==> config.mk <==
export PLATFORM = sky130hd
export DESIGN_NAME = pwm_multi_shadowed_flat
export DESIGN_NICKNAME = d
export VERILOG_FILES = /design/src/rtl/pwm_multi_shadowed_if.sv /design/src/rtl/pwm_multi_shadowed.sv /design/src/flat_wrapper.sv
export SDC_FILE = /design/constraint.sdc
export NUM_CORES = 1
export LEC_CHECK = 0
export ABC_AREA = 1
export BUFFER_PORTS_ARGS = -buffer_cell sky130_fd_sc_hd__buf_2
export CORE_ASPECT_RATIO = 1.5
export CORE_UTILIZATION = 40
export CTS_CLUSTER_SIZE = 16
export DETAILED_ROUTE_END_ITERATION = 7
export GPL_TIMING_DRIVEN = 0
export SLEW_MARGIN = 20
export SYNTH_ARGS = -nofsm -noshare
export SYNTH_HDL_FRONTEND = slang
export SYNTH_SLANG_ARGS = --single-unit
==> constraint.sdc <==
create_clock -name clk -period 4.2 [get_ports clk]
set_input_delay 0.84 -clock clk [delete_from_list [all_inputs] [get_ports clk]]
set_output_delay 0.84 -clock clk [all_outputs]
set_load 0.1 [all_outputs]
==> src/rtl/pwm_multi_shadowed_if.sv <==
// Register-side bundle for pwm_multi_shadowed.
//   master: drives dvsr, duty, mode, load, pol; observes pwm_out, period_start, load_pending.
//   slave : the PWM block itself.
// R = duty counter resolution (bits), N = channel count.
interface pwm_multi_shadowed_if #(
  parameter int unsigned R = 10,
  parameter int unsigned N = 4
);
  logic [31:0]        dvsr;
  logic [N*(R+1)-1:0] duty;
  logic               mode;
  logic               load;
  logic [N-1:0]       pol;
  logic [N-1:0]       pwm_out;
  logic               period_start;
  logic               load_pending;

  modport master (
    output dvsr, duty, mode, load, pol,
    input  pwm_out, period_start, load_pending
  );

  modport slave (
    input  dvsr, duty, mode, load, pol,
    output pwm_out, period_start, load_pending
  );
endinterface

==> src/rtl/pwm_multi_shadowed.sv <==
// N-channel PWM generator with one shared prescaler and duty counter.
// Duty and mode writes are staged on load and applied only at a period
// boundary, so an output never changes shape mid-period.
// Ports:
//   clk  - clock
//   rst  - asynchronous, active-high reset
//   bus  - pwm_multi_shadowed_if.slave:
//          dvsr (prescaler divisor, tick every dvsr+1 cycles),
//          duty (N x (R+1) bits, range 0..2^R), mode (0 edge, 1 center),
//          load (stage duty/mode), pol (per-channel inversion, unstaged),
//          pwm_out (registered), period_start (1-cycle pulse when the
//          counter first reads 0 in a period), load_pending.
module pwm_multi_shadowed #(
  parameter int unsigned R = 10,
  parameter int unsigned N = 4
) (
  input  logic                   clk,
  input  logic                   rst,
  pwm_multi_shadowed_if.slave    bus
);

  localparam logic [R-1:0] M = '1;

  typedef enum logic {
    DIR_UP   = 1'b0,
    DIR_DOWN = 1'b1
  } dir_t;

  logic [31:0]        r_q;
  logic [R-1:0]       r_d;
  dir_t               r_dir;
  logic [R-1:0]       w_d_next;
  dir_t               w_dir_next;
  logic               w_tick;
  logic               w_boundary;

  logic [N*(R+1)-1:0] r_active_duty;
  logic [N*(R+1)-1:0] r_staged_duty;
  logic               r_active_mode;
  logic               r_staged_mode;
  logic               r_load_pending;

  logic [N-1:0]       w_raw;
  logic [N-1:0]       r_pwm;
  logic               r_period_start;

  // Prescaler: the >= compare lets a lowered dvsr pull q back to 0 at once.
  always_ff @(posedge clk or posedge rst) begin
    if (rst)                  r_q <= '0;
    else if (r_q >= bus.dvsr) r_q <= '0;
    else                      r_q <= r_q + 32'd1;
  end

  assign w_tick = (r_q == '0);

  // Duty counter state register (only advances on tick).
  always_ff @(posedge clk or posedge rst) begin
    if (rst) begin
      r_d   <= '0;
      r_dir <= DIR_UP;
    end else if (w_tick) begin
      r_d   <= w_d_next;
      r_dir <= w_dir_next;
    end
  end

  // Next counter value assuming a tick. Every path that lands on 0 also
  // leaves dir up, so a mode switch at the boundary always restarts upward.
  always_comb begin
    w_d_next   = r_d;
    w_dir_next = r_dir;
    if (!r_active_mode) begin
      w_d_next   = r_d + R'(1);
      w_dir_next = DIR_UP;
    end else begin
      unique case (r_dir)
        DIR_UP: begin
          if (r_d == M) begin
            w_d_next   = M - R'(1);
            w_dir_next = DIR_DOWN;
          end else begin
            w_d_next   = r_d + R'(1);
          end
        end
        DIR_DOWN: begin
          if (r_d <= R'(1)) begin
            w_d_next   = '0;
            w_dir_next = DIR_UP;
          end else begin
            w_d_next   = r_d - R'(1);
          end
        end
        default: begin
          w_d_next   = '0;
          w_dir_next = DIR_UP;
        end
      endcase
    end
  end

  assign w_boundary = w_tick && (w_d_next == '0);

  // Shadow registers. On a load coinciding with a boundary, the old staged
  // values go active and the later non-blocking writes keep the new load
  // staged with load_pending still set.
  always_ff @(posedge clk or posedge rst) begin
    if (rst) begin
      r_active_duty  <= '0;
      r_staged_duty  <= '0;
      r_active_mode  <= 1'b0;
      r_staged_mode  <= 1'b0;
      r_load_pending <= 1'b0;
    end else begin
      if (w_boundary && r_load_pending) begin
        r_active_duty  <= r_staged_duty;
        r_active_mode  <= r_staged_mode;
        r_load_pending <= 1'b0;
      end
      if (bus.load) begin
        r_staged_duty  <= bus.duty;
        r_staged_mode  <= bus.mode;
        r_load_pending <= 1'b1;
      end
    end
  end

  always_comb begin
    w_raw = '0;
    for (int unsigned i = 0; i < N; i++) begin
      w_raw[i] = ({1'b0, r_d} < r_active_duty[i*(R+1) +: (R+1)]);
    end
  end

  always_ff @(posedge clk or posedge rst) begin
    if (rst) begin
      r_pwm          <= '0;
      r_period_start <= 1'b0;
    end else begin
      r_pwm          <= w_raw ^ bus.pol;
      r_period_start <= w_boundary;
    end
  end

  assign bus.pwm_out      = r_pwm;
  assign bus.period_start = r_period_start;
  assign bus.load_pending = r_load_pending;

endmodule
==> src/flat_wrapper.sv <==
// flat-port wrapper written by rule: the top's interface ports become plain ports
module pwm_multi_shadowed_flat 
#(
  parameter int unsigned R = 10,
  parameter int unsigned N = 4
)
  (clk, rst, bus_dvsr, bus_duty, bus_mode, bus_load, bus_pol, bus_pwm_out, bus_period_start, bus_load_pending);
  pwm_multi_shadowed_if #(.R(R), .N(N)) bus_i ();
  input  logic clk;
  input  logic rst;
  input wire logic [$bits(bus_i.dvsr)-1:0] bus_dvsr;
  input wire logic [$bits(bus_i.duty)-1:0] bus_duty;
  input wire logic [$bits(bus_i.mode)-1:0] bus_mode;
  input wire logic [$bits(bus_i.load)-1:0] bus_load;
  input wire logic [$bits(bus_i.pol)-1:0] bus_pol;
  output wire logic [$bits(bus_i.pwm_out)-1:0] bus_pwm_out;
  output wire logic [$bits(bus_i.period_start)-1:0] bus_period_start;
  output wire logic [$bits(bus_i.load_pending)-1:0] bus_load_pending;
  assign bus_i.dvsr = bus_dvsr;
  assign bus_i.duty = bus_duty;
  assign bus_i.mode = bus_mode;
  assign bus_i.load = bus_load;
  assign bus_i.pol = bus_pol;
  assign bus_pwm_out = bus_i.pwm_out;
  assign bus_period_start = bus_i.period_start;
  assign bus_load_pending = bus_i.load_pending;
  pwm_multi_shadowed #(.R(R), .N(N)) u_core (.clk(clk), .rst(rst), .bus(bus_i));
endmodule
==> flow_summary_export.csv <==
group,metric,value,unit
run_status,status,"finished clean",
grt,antenna_found_initial,0,
placed_design,gp_congestion,0.9134,
clocking,postCtsSetupBuffers,0,
final_layout,layout-drive-gt1-share,15.06,%
synth,yosys_warnings,0,
routing,avgViaCountPerCell,4.945,
floorplanning,die_h,180.8,um
routing,drtPass1Iterations,7,
timing,clock_skew,0.01462,ns
worst_setup_path,r2r_slack,1.49,ns
synth,avgSynthCellArea,7.812,um2
routing,drt_iter0_markers,376,
floorplanning,die_w,121.2,um
clocking,cts_hold_buf,0,
final_layout,layout-area-overhead-vs-synth,17.28,%
timing,min_period,2.714,ns
clocking,numCtsBuffers,17,
timing,drv_slew,0,
final_layout,antenna_cells,0,
worst_setup_path,critPathKind,"flop to flop",
timing,tns,0,ns
clocking,cts_tree,"yes",
worst_setup_path,setup.worst_path.end,"u_core.r_active_duty[26]$_DFFE_PP0P_",
grt,grt_overflow,0,
grt,grt_use_total,21.49,%
worst_setup_path,arrival,3.02,ns
worst_setup_path,worstPathRequired,4.51,ns
floorplanning,start_util,40.62,%
routing,drtAntennaViolNets,0,
timing,fmax,368.5,MHz
clocking,clkTransAtPathRegs,0.06,ns
placed_design,place_ws,1.120,ns
synth,synthTopCellsByCount,"nand2_1 (362), dfrtp_1 (139), inv_1 (125)",
power_and_ir_drop,p_leak,5.330,nW
clocking,clock-sinks,139,
timing,worst_pin_slew,0.8306,ns
synth,synthesis.nets,1248,
routing,routed_wl,21820,um
synth,async_reset_ff_share,100.0,%
placed_design,hpwl,17360,um
synth,ys.flop_type,"dfrtp_1",
synth,synth.ff_latch_count,139,
clocking,cts_resized,0,
placed_design,placed_cells,1451,
timing,final-hold-violation-count,0,
worst_setup_path,worstRegToRegCells,15,
synth,synth.area.top_cells,"dfrtp_1 (41%), nand2_1 (16%), ha_1 (11%)",
timing,slew-limit-headroom,43.85,%
grt,grt_max_degree,34,
clocking,cts.path.max_buffers,2,
grt,grt_pass1_vias,7408,
clocking,cts_root_buf,"clkbuf_16",
power_and_ir_drop,total_power,0.005108,W
worst_setup_path,rr_endpoint,"u_core.r_active_duty[26]$_DFFE_PP0P_",
floorplanning,core_area,0.02098,mm2
routing,via_count,7333,
timing,fin_ws,1.486,ns
worst_setup_path,cp-startpoint,"u_core.r_d[0]$_DFFE_PP0N_",
clocking,clk-insertion-delay-late,0.43,ns
worst_setup_path,rr_startpoint,"u_core.r_d[0]$_DFFE_PP0N_",
timing,rsz0062_at_grt,"false",
floorplanning,num_rows,65,
floorplanning,num_io_pins,90,
synth,mappedNetlistArea,0.008523,mm2
worst_setup_path,cp-start-kind,"flop",
power_and_ir_drop,powerDensity,511.0,mW/mm2
routing,wl_per_cell,14.71,um
synth,yosys.area.top_type_share,40.81,%
final_layout,final_cells,1483,
synth,synth_top_area_cell,"dfrtp_1",
synth,synth.most_common_cell,"nand2_1",
final_layout,final_util,47.64,%
timing,period_share,64.62,%
synth,synth_edf_count,0,
final_layout,nets,1359,
grt,grt_pass1_wl,36110,um
worst_setup_path,critPathCaptureType,"flop",
worst_setup_path,critPathMaxFanout,10,
synth,ys_seq_area_share,40.81,%
run,drv_cap,0,
timing,setup_viol,0,
synth,synth.distinct_cells,41,
clocking,cts_max_level,4,
placed_design,port_buffers,88,
worst_hold_path,hold_class,"primary input to asynchronous set/reset pin",
power_and_ir_drop,peakVddDrop,0.2677,mV
floorplanning,dieArea,0.02191,mm2
routing,drcViolationCount,0,
synth,synthCells,1091,
==> worst min-delay path by stage <==
stage	endpoint	slack (ns)	cells past startpoint
2_1_floorplan	u_core.r_active_duty[10]$_DFFE_PP0P_	0.44	2
3_3_place_gp	u_core.r_active_duty[42]$_DFFE_PP0P_	0.46	2
3_5_place_dp	u_core.r_active_duty[30]$_DFFE_PP0P_	0.46	2
4_1_cts	u_core.r_q[11]$_DFF_PP0_	0.47	2
5_1_grt	u_core.r_active_duty[23]$_DFFE_PP0P_	0.49	2
6_report	u_core.r_q[11]$_DFF_PP0_	0.46	2
==> metal layers <==
metal	vias up	track usage, %	wire length, um
met4	0	8.148	467
met3	27	3.883	650
met5	-	0	0
li1	3765	-	-
met2	102	40.59	12060
met1	3439	23.22	8645
==> state kept, by name, indices dropped and copies added, names as in the netlist <==
name                     cells
u_core.r_d                  10
u_core.r_staged_mode         1
u_core.bus.load_pending      1
u_core.r_active_duty        44
u_core.r_dir                 1
u_core.r_q                  32
u_core.r_active_mode         1
u_core.r_staged_duty        44
u_core.bus.pwm_out           4
u_core.bus.period_start      1
==> critical path, cell delays in order (launching register included) <==
cell     delay [ns]
dfrtp_1        0.44
inv_1          0.09
buf_2          0.26
ha_1           0.25
nand2_1        0.18
nand2_1        0.13
nand2_1        0.08
nand3_1        0.08
nand2_1        0.07
a21oi_2        0.19
nand3_1        0.13
nor2_2         0.14
nand4_4        0.21
buf_6          0.22
nand2_1        0.06
nand2_1        0.05
==> metrics by stage <==
stage               instance area [um2]  hold WS [ns]
floorplan                          8527        0.4419
global placement                   9303        0.4559
detailed placement                 9383        0.4582
CTS                                9996        0.4723
global route                       9996        0.4856
finish                             9996        0.4649
==> power breakdown <==
group	switching (W)	leakage [nW]	total (W)	internal [W]
Combinational	0.00109	3.21	0.00175	0.000665
Sequential	0.000205	1.82	0.00180	0.00159
Clock	0.000580	0.299	0.00156	0.000978
Total	0.00187	5.33	0.00511	0.00324
==> cell families after synthesis <==
group,count (synthesis),synth area share [%]
AO/OA/AOI/OAI,92,6.210
AND/OR/NAND/NOR,589,30.75
XOR/XNOR,28,2.877
flip-flops,139,40.81
adder cells (fa/ha/maj),73,10.72
buffers and inverters,170,8.632
==> cells in the final DEF, fill, tap and decap left out, drive strengths merged <==
cell / count
nor3b: 4
dfrtp: 139
a2111o: 4
or2: 3
o211ai: 4
buf: 118
nor4b: 1
clkbuf: 31
a211oi: 4
xnor2: 9
inv: 133
o21a: 1
nand2: 369
nor2: 78
nor4: 2
o21ai: 33
bufinv: 3
o311ai: 1
xor2: 19
nand3b: 1
nand3: 49
ha: 73
and2: 2
nand4: 62
clkinvlp: 3
clkinv: 6
o21bai: 1
a21oi: 44
nor3: 18
==> cell type report <==
type                       instances  area, um2
buffer                            36      232.7
multi-input combinational        782       4309
fill                            2126      10990
timing repair buffer              92      520.5
clock buffer                      21      470.5
inverter                         134      506.7
tap                              268      335.3
sequential                       139       3478
clock inverter                    11      142.6
Power figures use the tool's default switching activity.
